--- config.mk ---
export PLATFORM = sky130hd
export DESIGN_NAME = ethernet_mmio_arbiter_flat
export DESIGN_NICKNAME = d
export VERILOG_FILES = /design/src/rtl/ethernet_mmio_arbiter_if.sv /design/src/rtl/ethernet_mmio_arbiter.sv /design/src/flat_wrapper.sv
export SDC_FILE = /design/constraint.sdc
export NUM_CORES = 1
export LEC_CHECK = 0
export CORE_ASPECT_RATIO = 0.7
export CORE_MARGIN = 5
export CORE_UTILIZATION = 31
export CTS_CLUSTER_DIAMETER = 50
export CTS_CLUSTER_SIZE = 16
export DETAILED_ROUTE_END_ITERATION = 6
export MAX_ROUTING_LAYER = met4
export PLACE_DENSITY = 0.95
export REMOVE_ABC_BUFFERS = 1
export SKIP_CTS_REPAIR_TIMING = 1
export SYNTH_ARGS = -nofsm -noshare
export SYNTH_HDL_FRONTEND = slang
export SYNTH_SLANG_ARGS = --single-unit
--- constraint.sdc ---
create_clock -name clk_i -period 3.6 [get_ports clk_i]
set_input_delay 0.72 -clock clk_i [delete_from_list [all_inputs] [get_ports clk_i]]
set_output_delay 0.72 -clock clk_i [all_outputs]
set_load 0.01 [all_outputs]
--- src/rtl/ethernet_mmio_arbiter_if.sv ---
// ethernet_mmio_arbiter_if
//   Bundles the requester-side and decoder-side signals of the Ethernet MMIO
//   arbiter. Signal suffixes are written from the arbiter's point of view.
//   The slave modport is used by the arbiter. The master modport is used by
//   the surrounding logic, which contains the requesters and the decoder.
//   Requester k uses slice k of every packed request field.
interface ethernet_mmio_arbiter_if #(
  parameter int unsigned data_width_p = 32,
  parameter int unsigned addr_width_p = 16
);
  logic [1:0]                  req_v_i;
  logic [1:0]                  req_ready_o;
  logic [1:0]                  req_we_i;
  logic [1:0]                  req_lock_i;
  logic [2*addr_width_p-1:0]   req_addr_i;
  logic [3:0]                  req_op_size_i;
  logic [2*data_width_p-1:0]   req_data_i;
  logic [1:0]                  resp_v_o;
  logic [1:0]                  resp_ready_i;
  logic [data_width_p-1:0]     resp_data_o;
  logic                        resp_err_o;
  logic [addr_width_p-1:0]     dec_addr_o;
  logic [1:0]                  dec_op_size_o;
  logic [data_width_p-1:0]     dec_write_data_o;
  logic                        dec_write_en_o;
  logic                        dec_read_en_o;
  logic [data_width_p-1:0]     dec_read_data_i;
  logic                        dec_read_data_v_i;
  logic                        dec_error_i;

  modport slave (
    input  req_v_i, req_we_i, req_lock_i, req_addr_i, req_op_size_i, req_data_i,
    input  resp_ready_i, dec_read_data_i, dec_read_data_v_i, dec_error_i,
    output req_ready_o, resp_v_o, resp_data_o, resp_err_o,
    output dec_addr_o, dec_op_size_o, dec_write_data_o, dec_write_en_o, dec_read_en_o
  );

  modport master (
    output req_v_i, req_we_i, req_lock_i, req_addr_i, req_op_size_i, req_data_i,
    output resp_ready_i, dec_read_data_i, dec_read_data_v_i, dec_error_i,
    input  req_ready_o, resp_v_o, resp_data_o, resp_err_o,
    input  dec_addr_o, dec_op_size_o, dec_write_data_o, dec_write_en_o, dec_read_en_o
  );
endinterface

--- src/rtl/ethernet_mmio_arbiter.sv ---
// ethernet_mmio_arbiter
//   Two-requester arbiter and sequencer in front of the Ethernet MMIO decoder.
//   The block grants one access at a time and pulses the decoder's write or
//   read enable for exactly one cycle. It captures the decode error and the
//   read data, which arrives one cycle late. It then holds the response until
//   the owning requester accepts it.
// Ports:
//   clk_i      clock
//   reset_n_i  asynchronous active-low reset
//   bus        ethernet_mmio_arbiter_if.slave (request, response and decoder signals)
// Configuration:
//   ETH_MMIO_ARB_LOCK_EN  when defined, req_lock_i keeps the grant with its owner.
//                         Otherwise arbitration is pure round-robin.
module ethernet_mmio_arbiter #(
  parameter int unsigned data_width_p = 32,
  parameter int unsigned addr_width_p = 16
) (
  input  logic                          clk_i,
  input  logic                          reset_n_i,
  ethernet_mmio_arbiter_if.slave        bus
);

  typedef enum logic [1:0] {
    IDLE    = 2'd0,
    RD_WAIT = 2'd1,
    RESP    = 2'd2
  } state_e;

  state_e                  state_q, state_d;
  logic                    rr_q, rr_d;
  logic                    owner_q, owner_d;
  logic [data_width_p-1:0] data_q, data_d;
  logic                    err_q, err_d;
  logic                    lock_v;

  logic                    grant_v;
  logic                    grant_k;
  logic                    accept;
  logic [addr_width_p-1:0] sel_addr;
  logic [data_width_p-1:0] sel_data;
  logic [1:0]              sel_size;
  logic                    sel_we;

`ifdef ETH_MMIO_ARB_LOCK_EN
  logic lock_v_q, lock_v_d;
  logic sel_lock;
  assign lock_v   = lock_v_q;
  assign sel_lock = bus.req_lock_i[grant_k];
`else
  logic unused_lock;
  assign lock_v      = 1'b0;
  assign unused_lock = ^bus.req_lock_i;
`endif

  // A held lock pins the grant to its owner even when the owner is idle.
  always_comb begin
    grant_v = 1'b0;
    grant_k = 1'b0;
    if (lock_v) begin
      grant_k = owner_q;
      grant_v = bus.req_v_i[owner_q];
    end else begin
      unique case (bus.req_v_i)
        2'b01:   begin grant_v = 1'b1; grant_k = 1'b0; end
        2'b10:   begin grant_v = 1'b1; grant_k = 1'b1; end
        2'b11:   begin grant_v = 1'b1; grant_k = rr_q; end
        default: begin grant_v = 1'b0; grant_k = 1'b0; end
      endcase
    end
  end

  // Gating the accept with the reset input keeps the enables and the ready
  // signals low for as long as reset is asserted.
  assign accept   = reset_n_i && (state_q == IDLE) && grant_v;
  assign sel_addr = grant_k ? bus.req_addr_i[2*addr_width_p-1:addr_width_p]
                            : bus.req_addr_i[addr_width_p-1:0];
  assign sel_data = grant_k ? bus.req_data_i[2*data_width_p-1:data_width_p]
                            : bus.req_data_i[data_width_p-1:0];
  assign sel_size = grant_k ? bus.req_op_size_i[3:2] : bus.req_op_size_i[1:0];
  assign sel_we   = bus.req_we_i[grant_k];

  // State register
  always_ff @(posedge clk_i or negedge reset_n_i) begin
    if (!reset_n_i) begin
      state_q <= IDLE;
      rr_q    <= 1'b0;
      owner_q <= 1'b0;
      data_q  <= '0;
      err_q   <= 1'b0;
    end else begin
      state_q <= state_d;
      rr_q    <= rr_d;
      owner_q <= owner_d;
      data_q  <= data_d;
      err_q   <= err_d;
    end
  end

`ifdef ETH_MMIO_ARB_LOCK_EN
  always_ff @(posedge clk_i or negedge reset_n_i) begin
    if (!reset_n_i) begin
      lock_v_q <= 1'b0;
    end else begin
      lock_v_q <= lock_v_d;
    end
  end
`endif

  // Next-state logic
  always_comb begin
    state_d = state_q;
    rr_d    = rr_q;
    owner_d = owner_q;
    data_d  = data_q;
    err_d   = err_q;
`ifdef ETH_MMIO_ARB_LOCK_EN
    lock_v_d = lock_v_q;
`endif
    unique case (state_q)
      IDLE: begin
        if (accept) begin
          owner_d = grant_k;
          rr_d    = ~grant_k;
`ifdef ETH_MMIO_ARB_LOCK_EN
          lock_v_d = sel_lock;
`endif
          // A write, or a read that fails to decode, completes right away.
          // No read data will follow in these cases.
          if (sel_we || bus.dec_error_i) begin
            err_d   = bus.dec_error_i;
            data_d  = '0;
            state_d = RESP;
          end else begin
            state_d = RD_WAIT;
          end
        end
      end
      RD_WAIT: begin
        // If no read-valid arrives in this cycle, the response is an error.
        if (bus.dec_read_data_v_i) begin
          data_d = bus.dec_read_data_i;
          err_d  = 1'b0;
        end else begin
          data_d = '0;
          err_d  = 1'b1;
        end
        state_d = RESP;
      end
      RESP: begin
        if (bus.resp_ready_i[owner_q]) begin
          state_d = IDLE;
        end
      end
      default: state_d = IDLE;
    endcase
  end

  // Output logic
  always_comb begin
    bus.req_ready_o      = '0;
    bus.dec_addr_o       = '0;
    bus.dec_op_size_o    = '0;
    bus.dec_write_data_o = '0;
    bus.dec_write_en_o   = 1'b0;
    bus.dec_read_en_o    = 1'b0;
    bus.resp_v_o         = '0;
    bus.resp_data_o      = '0;
    bus.resp_err_o       = 1'b0;
    if (accept) begin
      bus.req_ready_o[grant_k] = 1'b1;
      bus.dec_addr_o           = sel_addr;
      bus.dec_op_size_o        = sel_size;
      bus.dec_write_data_o     = sel_data;
      bus.dec_write_en_o       = sel_we;
      bus.dec_read_en_o        = ~sel_we;
    end
    if (state_q == RESP) begin
      bus.resp_v_o[owner_q] = 1'b1;
      bus.resp_data_o       = data_q;
      bus.resp_err_o        = err_q;
    end
  end

endmodule

--- src/flat_wrapper.sv ---
// flat-port wrapper written by rule: the top's interface ports become plain ports
module ethernet_mmio_arbiter_flat 
#(
  parameter int unsigned data_width_p = 32,
  parameter int unsigned addr_width_p = 16
)
  (clk_i, reset_n_i, bus_req_v_i, bus_req_we_i, bus_req_lock_i, bus_req_addr_i, bus_req_op_size_i, bus_req_data_i, bus_resp_ready_i, bus_dec_read_data_i, bus_dec_read_data_v_i, bus_dec_error_i, bus_req_ready_o, bus_resp_v_o, bus_resp_data_o, bus_resp_err_o, bus_dec_addr_o, bus_dec_op_size_o, bus_dec_write_data_o, bus_dec_write_en_o, bus_dec_read_en_o);
  ethernet_mmio_arbiter_if #(.data_width_p(data_width_p), .addr_width_p(addr_width_p)) bus_i ();
  input  logic clk_i;
  input  logic reset_n_i;
  input wire logic [$bits(bus_i.req_v_i)-1:0] bus_req_v_i;
  input wire logic [$bits(bus_i.req_we_i)-1:0] bus_req_we_i;
  input wire logic [$bits(bus_i.req_lock_i)-1:0] bus_req_lock_i;
  input wire logic [$bits(bus_i.req_addr_i)-1:0] bus_req_addr_i;
  input wire logic [$bits(bus_i.req_op_size_i)-1:0] bus_req_op_size_i;
  input wire logic [$bits(bus_i.req_data_i)-1:0] bus_req_data_i;
  input wire logic [$bits(bus_i.resp_ready_i)-1:0] bus_resp_ready_i;
  input wire logic [$bits(bus_i.dec_read_data_i)-1:0] bus_dec_read_data_i;
  input wire logic [$bits(bus_i.dec_read_data_v_i)-1:0] bus_dec_read_data_v_i;
  input wire logic [$bits(bus_i.dec_error_i)-1:0] bus_dec_error_i;
  output wire logic [$bits(bus_i.req_ready_o)-1:0] bus_req_ready_o;
  output wire logic [$bits(bus_i.resp_v_o)-1:0] bus_resp_v_o;
  output wire logic [$bits(bus_i.resp_data_o)-1:0] bus_resp_data_o;
  output wire logic [$bits(bus_i.resp_err_o)-1:0] bus_resp_err_o;
  output wire logic [$bits(bus_i.dec_addr_o)-1:0] bus_dec_addr_o;
  output wire logic [$bits(bus_i.dec_op_size_o)-1:0] bus_dec_op_size_o;
  output wire logic [$bits(bus_i.dec_write_data_o)-1:0] bus_dec_write_data_o;
  output wire logic [$bits(bus_i.dec_write_en_o)-1:0] bus_dec_write_en_o;
  output wire logic [$bits(bus_i.dec_read_en_o)-1:0] bus_dec_read_en_o;
  assign bus_i.req_v_i = bus_req_v_i;
  assign bus_i.req_we_i = bus_req_we_i;
  assign bus_i.req_lock_i = bus_req_lock_i;
  assign bus_i.req_addr_i = bus_req_addr_i;
  assign bus_i.req_op_size_i = bus_req_op_size_i;
  assign bus_i.req_data_i = bus_req_data_i;
  assign bus_i.resp_ready_i = bus_resp_ready_i;
  assign bus_i.dec_read_data_i = bus_dec_read_data_i;
  assign bus_i.dec_read_data_v_i = bus_dec_read_data_v_i;
  assign bus_i.dec_error_i = bus_dec_error_i;
  assign bus_req_ready_o = bus_i.req_ready_o;
  assign bus_resp_v_o = bus_i.resp_v_o;
  assign bus_resp_data_o = bus_i.resp_data_o;
  assign bus_resp_err_o = bus_i.resp_err_o;
  assign bus_dec_addr_o = bus_i.dec_addr_o;
  assign bus_dec_op_size_o = bus_i.dec_op_size_o;
  assign bus_dec_write_data_o = bus_i.dec_write_data_o;
  assign bus_dec_write_en_o = bus_i.dec_write_en_o;
  assign bus_dec_read_en_o = bus_i.dec_read_en_o;
  ethernet_mmio_arbiter #(.data_width_p(data_width_p), .addr_width_p(addr_width_p)) u_core (.clk_i(clk_i), .reset_n_i(reset_n_i), .bus(bus_i));
endmodule
==> results of run 1 <==
[logic make-up after synthesis]
logic type	Yosys count	synth area share
and+or+nand+nor	46	0.128
DFF	37	0.426
AOI/OAI and AO/OA	93	0.366
buffers and inverters	30	0.0696
muxes	2	0.0104
[per-stage QoR]
stage | instance area, um^2 | util | hold slack (ps) | power, uW | instances
4_1_cts | 4660 | 0.686 | 499 | 1840 | 522
6_report | 4660 | 0.686 | 490 | 1830 | 522
3_5_place_dp | 4540 | 0.669 | 479 | 1460 | 514
3_3_place_gp | 4540 | 0.669 | 472 | 1440 | 514
5_1_grt | 4660 | 0.686 | 506 | 1930 | 522
2_1_floorplan | 2040 | - | 424 | 907 | 182
[worst max path at each step]
stage	end
CTS	bus_dec_write_data_o[14]
detailed placement	bus_dec_write_data_o[14]
floorplan	bus_dec_addr_o[0]
global route	bus_dec_write_en_o
global placement	bus_dec_addr_o[2]
finish	bus_dec_write_en_o
[routing by layer]
layer	routed length (um)	track usage	up-vias
met2	5560	0.386	100
li1	-	-	1254
met4	218	0.0615	0
met5	0	-	-
met1	4060	0.265	1268
met3	666	0.0426	21
[cells in the mapped netlist]
cell and n:
a22o_1 82, and3_1 37, dfrtp_1 37, buf_2 13
clkbuf_1 10, a21oi_1 4, nor2_1 4, buf_6 3
inv_1 2, inv_2 2, nand2_1 2, o21ai_0 2
a21boi_1 1, a311o_1 1, a31o_2 1, mux2_1 1
mux2_2 1, nand2b_4 1, nor2b_1 1, nor3_1 1
o21ai_1 1, o21ai_4 1
[power breakdown]
part           internal [uW]  switching, uW  leakage, uW  total (uW)
Sequential               493           46.2     0.000500         539
Combinational            535            384      0.00148         919
Clock                    226            145    0.0000585         371
Total                   1250            575      0.00204        1830
[registers in the layout (all words and copies together), names as in the netlist]
| name | flops |
|---|---|
| u_core.data_q | 32 |
| u_core.state_q | 2 |
| u_core.err_q | 1 |
| u_core.owner_q | 1 |
| u_core.rr_q | 1 |
[critical path, stage by stage]
cell and delay, ps:
clkdlybuf4s50_1 570, nand2b_4 90, a21boi_1 310, a31o_2 190, nor2b_1 130, clkdlybuf4s50_1 570
[layout make-up]
cell class / count / area [um^2]
Clock buffer: 7 / 86.3
Clock inverter: 1 / 30.0
Fill cell: 531 / 2130
Inverter: 4 / 15.0
Multi-Input combinational cell: 141 / 1100
Sequential cell: 37 / 926
Tap cell: 94 / 118
Timing Repair Buffer: 238 / 2380
==> flow_metrics.tcl, run 1 <==
set metrics [dict create \
    initial_core_util 0.320 \
    cp_max_fo 4 \
    fin_crit_sh 0.916 \
    cp.required_ps 2880 \
    worst_r2r_startpoint "u_core.rr_q$_DFFE_PN0P_" \
    period_needed_ps 3300 \
    pre_cts_ws_ps 309 \
    worst_slew_pin_slew_ps 468 \
    drive_gt1_frac 0.0561 \
    fin_setup_tns_ps 0 \
    max_cap_violations 0 \
    status "finished clean" \
    cts_tree "done" \
    numCtsBuffers 5 \
    dr.pass1.iters 4 \
    drc 0 \
    worst_ep_arrival_time_ps 2580 \
    setup_viol 0 \
    cts.sinks 37 \
    track_usage 0.223 \
    final_common_cell "clkdlybuf4s50_1" \
    final_max_slew_viol_count 0 \
    fmax_mhz 303 \
    final_cell_mix "clkdlybuf4s50_1 (229), a22o_1 (82), dfrtp_1 (37)" \
    startpoint "bus_req_v_i[0]" \
    grt_pass1_wl_um 14700 \
    worstReg2RegEnd "u_core.data_q[14]$_DFFE_PN0P_" \
    syn_area_um2 2170 \
    grt_overflow 0 \
    p_per_area_nw_per_um2 393 \
    p_leak_uw 0.00204 \
    ys_top_cells_by_area "dfrtp_1 (43%), a22o_1 (33%), and3_1 (11%), buf_2 (3.0%), clkbuf_1 (1.7%)" \
    syn_inst 208 \
    rows 25 \
    fin_skew_ps 1.88 \
    dieWidth_um 110 \
    start_kind "primary input" \
    syn2layout_area_growth_pct 114 \
    antenna_found_initial 0 \
    path_clk_slew_ps 70 \
    dp_hpwl_um 8300 \
    critPathKind "in -> out" \
    via_per_inst 5.06 \
    drt-total-wl_um 10500 \
    finalHoldViolations 0 \
    rsz0062_at_grt "false" \
    coreArea_um2 6790 \
    fin_ws_ps 303 \
    synth-seq-cells 37 \
    synth_top_area_frac 0.426 \
    seq_area_frac_synth 0.426 \
    htree_levels 2 \
    hp-class "in -> async" \
    crit_path_end_kind "output pin" \
    antenna_cells 0 \
    io_buffers 230 \
    ctsLongestPathBuffers 2 \
    reg2reg_depth 5 \
    cts_root_buf "clkbuf_8" \
    yosys_warnings 0 \
    r2r_slack_ps 1880 \
    yosysTopAreaCell "dfrtp_1" \
    grt_max_degree 53 \
    die_h_um 80.1 \
    pin_count 233 \
    slew_headroom 0.688 \
    post_drt_wl_per_cell_um 20.1 \
    drtAntennaViolNets 0 \
    die_area_um2 8820 \
    worstSkewPairLatency_ps 280 \
    ir_drop_mv 0.281 \
    synth_area_per_cell_um2 10.5 \
    num_vias 2643 \
    drt-initial-drc-count 168 \
    nNetsFinal 571 \
    ys_types 22 \
    place_congestion 0.800 \
    grt_pass1_vias 2639 \
]
Power figures use the tool's default switching activity.
==> inputs of run 2 (changes only) <==
Settings changed: ABC_AREA set to 0.
==> results of run 2 <==
No change in the layout: final DEF, timing and power equal those of run 1.
==> inputs of run 3 (changes only) <==
Settings changed: CORE_AREA set to 5 5 87 89, CORE_ASPECT_RATIO 0.7 to not set, CORE_MARGIN 5 to not set, CORE_UTILIZATION 31 to not set, DIE_AREA set to 0 0 92 94, DONT_BUFFER_PORTS set to 1, PLACE_DENSITY 0.95 to 0.55.
==> run 3 against run 2 <==
Net effect:
- final cell count shrank 47%
- cell area down 51%
- critical endpoint is now bus_dec_write_data_o[2]
- setup slack better by 450 ps
- utilization fell by 34 points
- sequential share of layout area is 20 points higher
==> flow_metrics.tcl, run 3 (synthesis results as in run 1) <==
set metrics [dict create \
    cts_root_buf "clkbuf_8" \
    post_drt_wl_per_cell_um 28.8 \
    fin_setup_tns_ps 0 \
    drive_gt1_frac 0.107 \
    drc 0 \
    start_kind "flip-flop" \
    coreArea_um2 6680 \
    ctsLongestPathBuffers 2 \
    largest_reg_flops 32 \
    track_usage 0.170 \
    grt_overflow 0 \
    fin_crit_sh 0.791 \
    cp.required_ps 2880 \
    setup_viol 0 \
    crit_path_end_kind "output pin" \
    rows 30 \
    dp_hpwl_um 6140 \
    dieWidth_um 92 \
    reg2reg_depth 5 \
    worst_r2r_startpoint "u_core.rr_q$_DFFE_PN0P_" \
    startpoint "u_core.state_q[0]$_DFFE_PN0P_" \
    path_clk_slew_ps 80 \
    critPathKind "reg -> out" \
    htree_levels 2 \
    fin_cells 276 \
    largest-register "u_core.data_q" \
    io_buffers 0 \
    critPathTopFamily "simple AND/OR/NAND/NOR gates" \
    fin_skew_ps 5.23 \
    p_per_area_nw_per_um2 601 \
    rsz0062_at_grt "false" \
    final_common_cell "a22o_1" \
    via_per_inst 6.63 \
    crit_path_max_incr_delay_ps 780 \
    die_h_um 94 \
    utilization 0.344 \
    period_needed_ps 2850 \
    antenna_found_initial 0 \
    hp-class "in -> async" \
    fmax_mhz 351 \
    die_area_um2 8650 \
    worstSkewPairLatency_ps 280 \
    num_vias 1830 \
    crit_chain "inv_2, and3_1, and3_2, a22o_1" \
    nFillCells 683 \
    final_cell_mix "a22o_1 (82), dfrtp_1 (37), and3_1 (35)" \
    grt_pass1_wl_um 11000 \
    slew_headroom 0.419 \
    largest_registers "u_core.data_q: 32 flops, u_core.state_q: 2 flops" \
    worstReg2RegEnd "u_core.data_q[23]$_DFFE_PN0P_" \
    max_cap_violations 0 \
    status "finished clean" \
    initial_core_util 0.325 \
    drt-initial-drc-count 135 \
    pin_count 233 \
    final_max_slew_viol_count 0 \
    numCtsBuffers 5 \
    cp_max_fo 52 \
    r2r_slack_ps 1660 \
    grt_max_degree 53 \
    dp_cells 268 \
    dr.pass1.iters 4 \
    nNetsFinal 339 \
    drt-total-wl_um 7960 \
    cts.sinks 37 \
    grt_pass1_vias 1799 \
    ir_drop_mv 0.139 \
    syn2layout_area_growth_pct 5.64 \
    worst_slew_pin_slew_ps 872 \
    place_congestion 0.813 \
    antenna_cells 0 \
    finalHoldViolations 0 \
    p_leak_uw 0.00116 \
    path_buf_inv 1 \
    slowest_stage "and3_2" \
    cts_tree "done" \
    drtAntennaViolNets 0 \
    worst_ep_arrival_time_ps 2130 \
]
==> run 3: how the worst max path moves through the flow <==
stage	endpoint	slack, ps	depth (start not counted)
global route	bus_dec_write_data_o[19]	580	4
detailed placement	bus_dec_write_data_o[2]	820	3
global placement	bus_dec_write_data_o[2]	840	3
finish	bus_dec_write_data_o[2]	750	4
CTS	bus_dec_write_data_o[2]	760	4
floorplan	bus_dec_addr_o[0]	620	3
==> run 3: report_power, final <==
part | internal (uW) | total (uW) | switching [uW] | leakage [uW]
logic | 178 | 493 | 315 | 0.000607
clock network | 208 | 353 | 145 | 0.0000554
registers | 492 | 534 | 41.5 | 0.000500
total | 878 | 1380 | 502 | 0.00116
==> run 3: per-layer routing <==
layer / track usage / part of all wire
met1: 0.226 / 0.43
met2: 0.259 / 0.48
met3: 0.0505 / 0.085
met4: 0.0334 / 0.0053
met5: - / 0
==> run 3: through the flow <==
step / area [um^2] / total power, uW / worst slack, ps / hold WS, ps
2_1_floorplan: 2040 / 907 / 622 / 424
3_3_place_gp: 2190 / 1030 / 844 / 425
3_5_place_dp: 2190 / 1030 / 822 / 425
4_1_cts: 2300 / 1390 / 762 / 106
5_1_grt: 2300 / 1470 / 583 / 95.0
6_report: 2300 / 1380 / 752 / 120
==> run 3: worst register-to-register path, cell delays in order, from the launching register on <==
cell and delay (ps):
dfrtp_1 390, nand2b_4 160, a311o_1 380, o21ai_4 450, buf_4 330, a22o_1 170
==> run 3: area by class of cell <==
class                      count  area, um^2  share of cell area
multi-input combinational    141        1100               0.479
clock buffer                   6        72.6              0.0316
tap                           80         100              0.0436
timing repair buffer           6        45.0              0.0196
sequential                    37         926               0.403
inverter                       4        15.0             0.00654
clock inverter                 2        38.8              0.0169
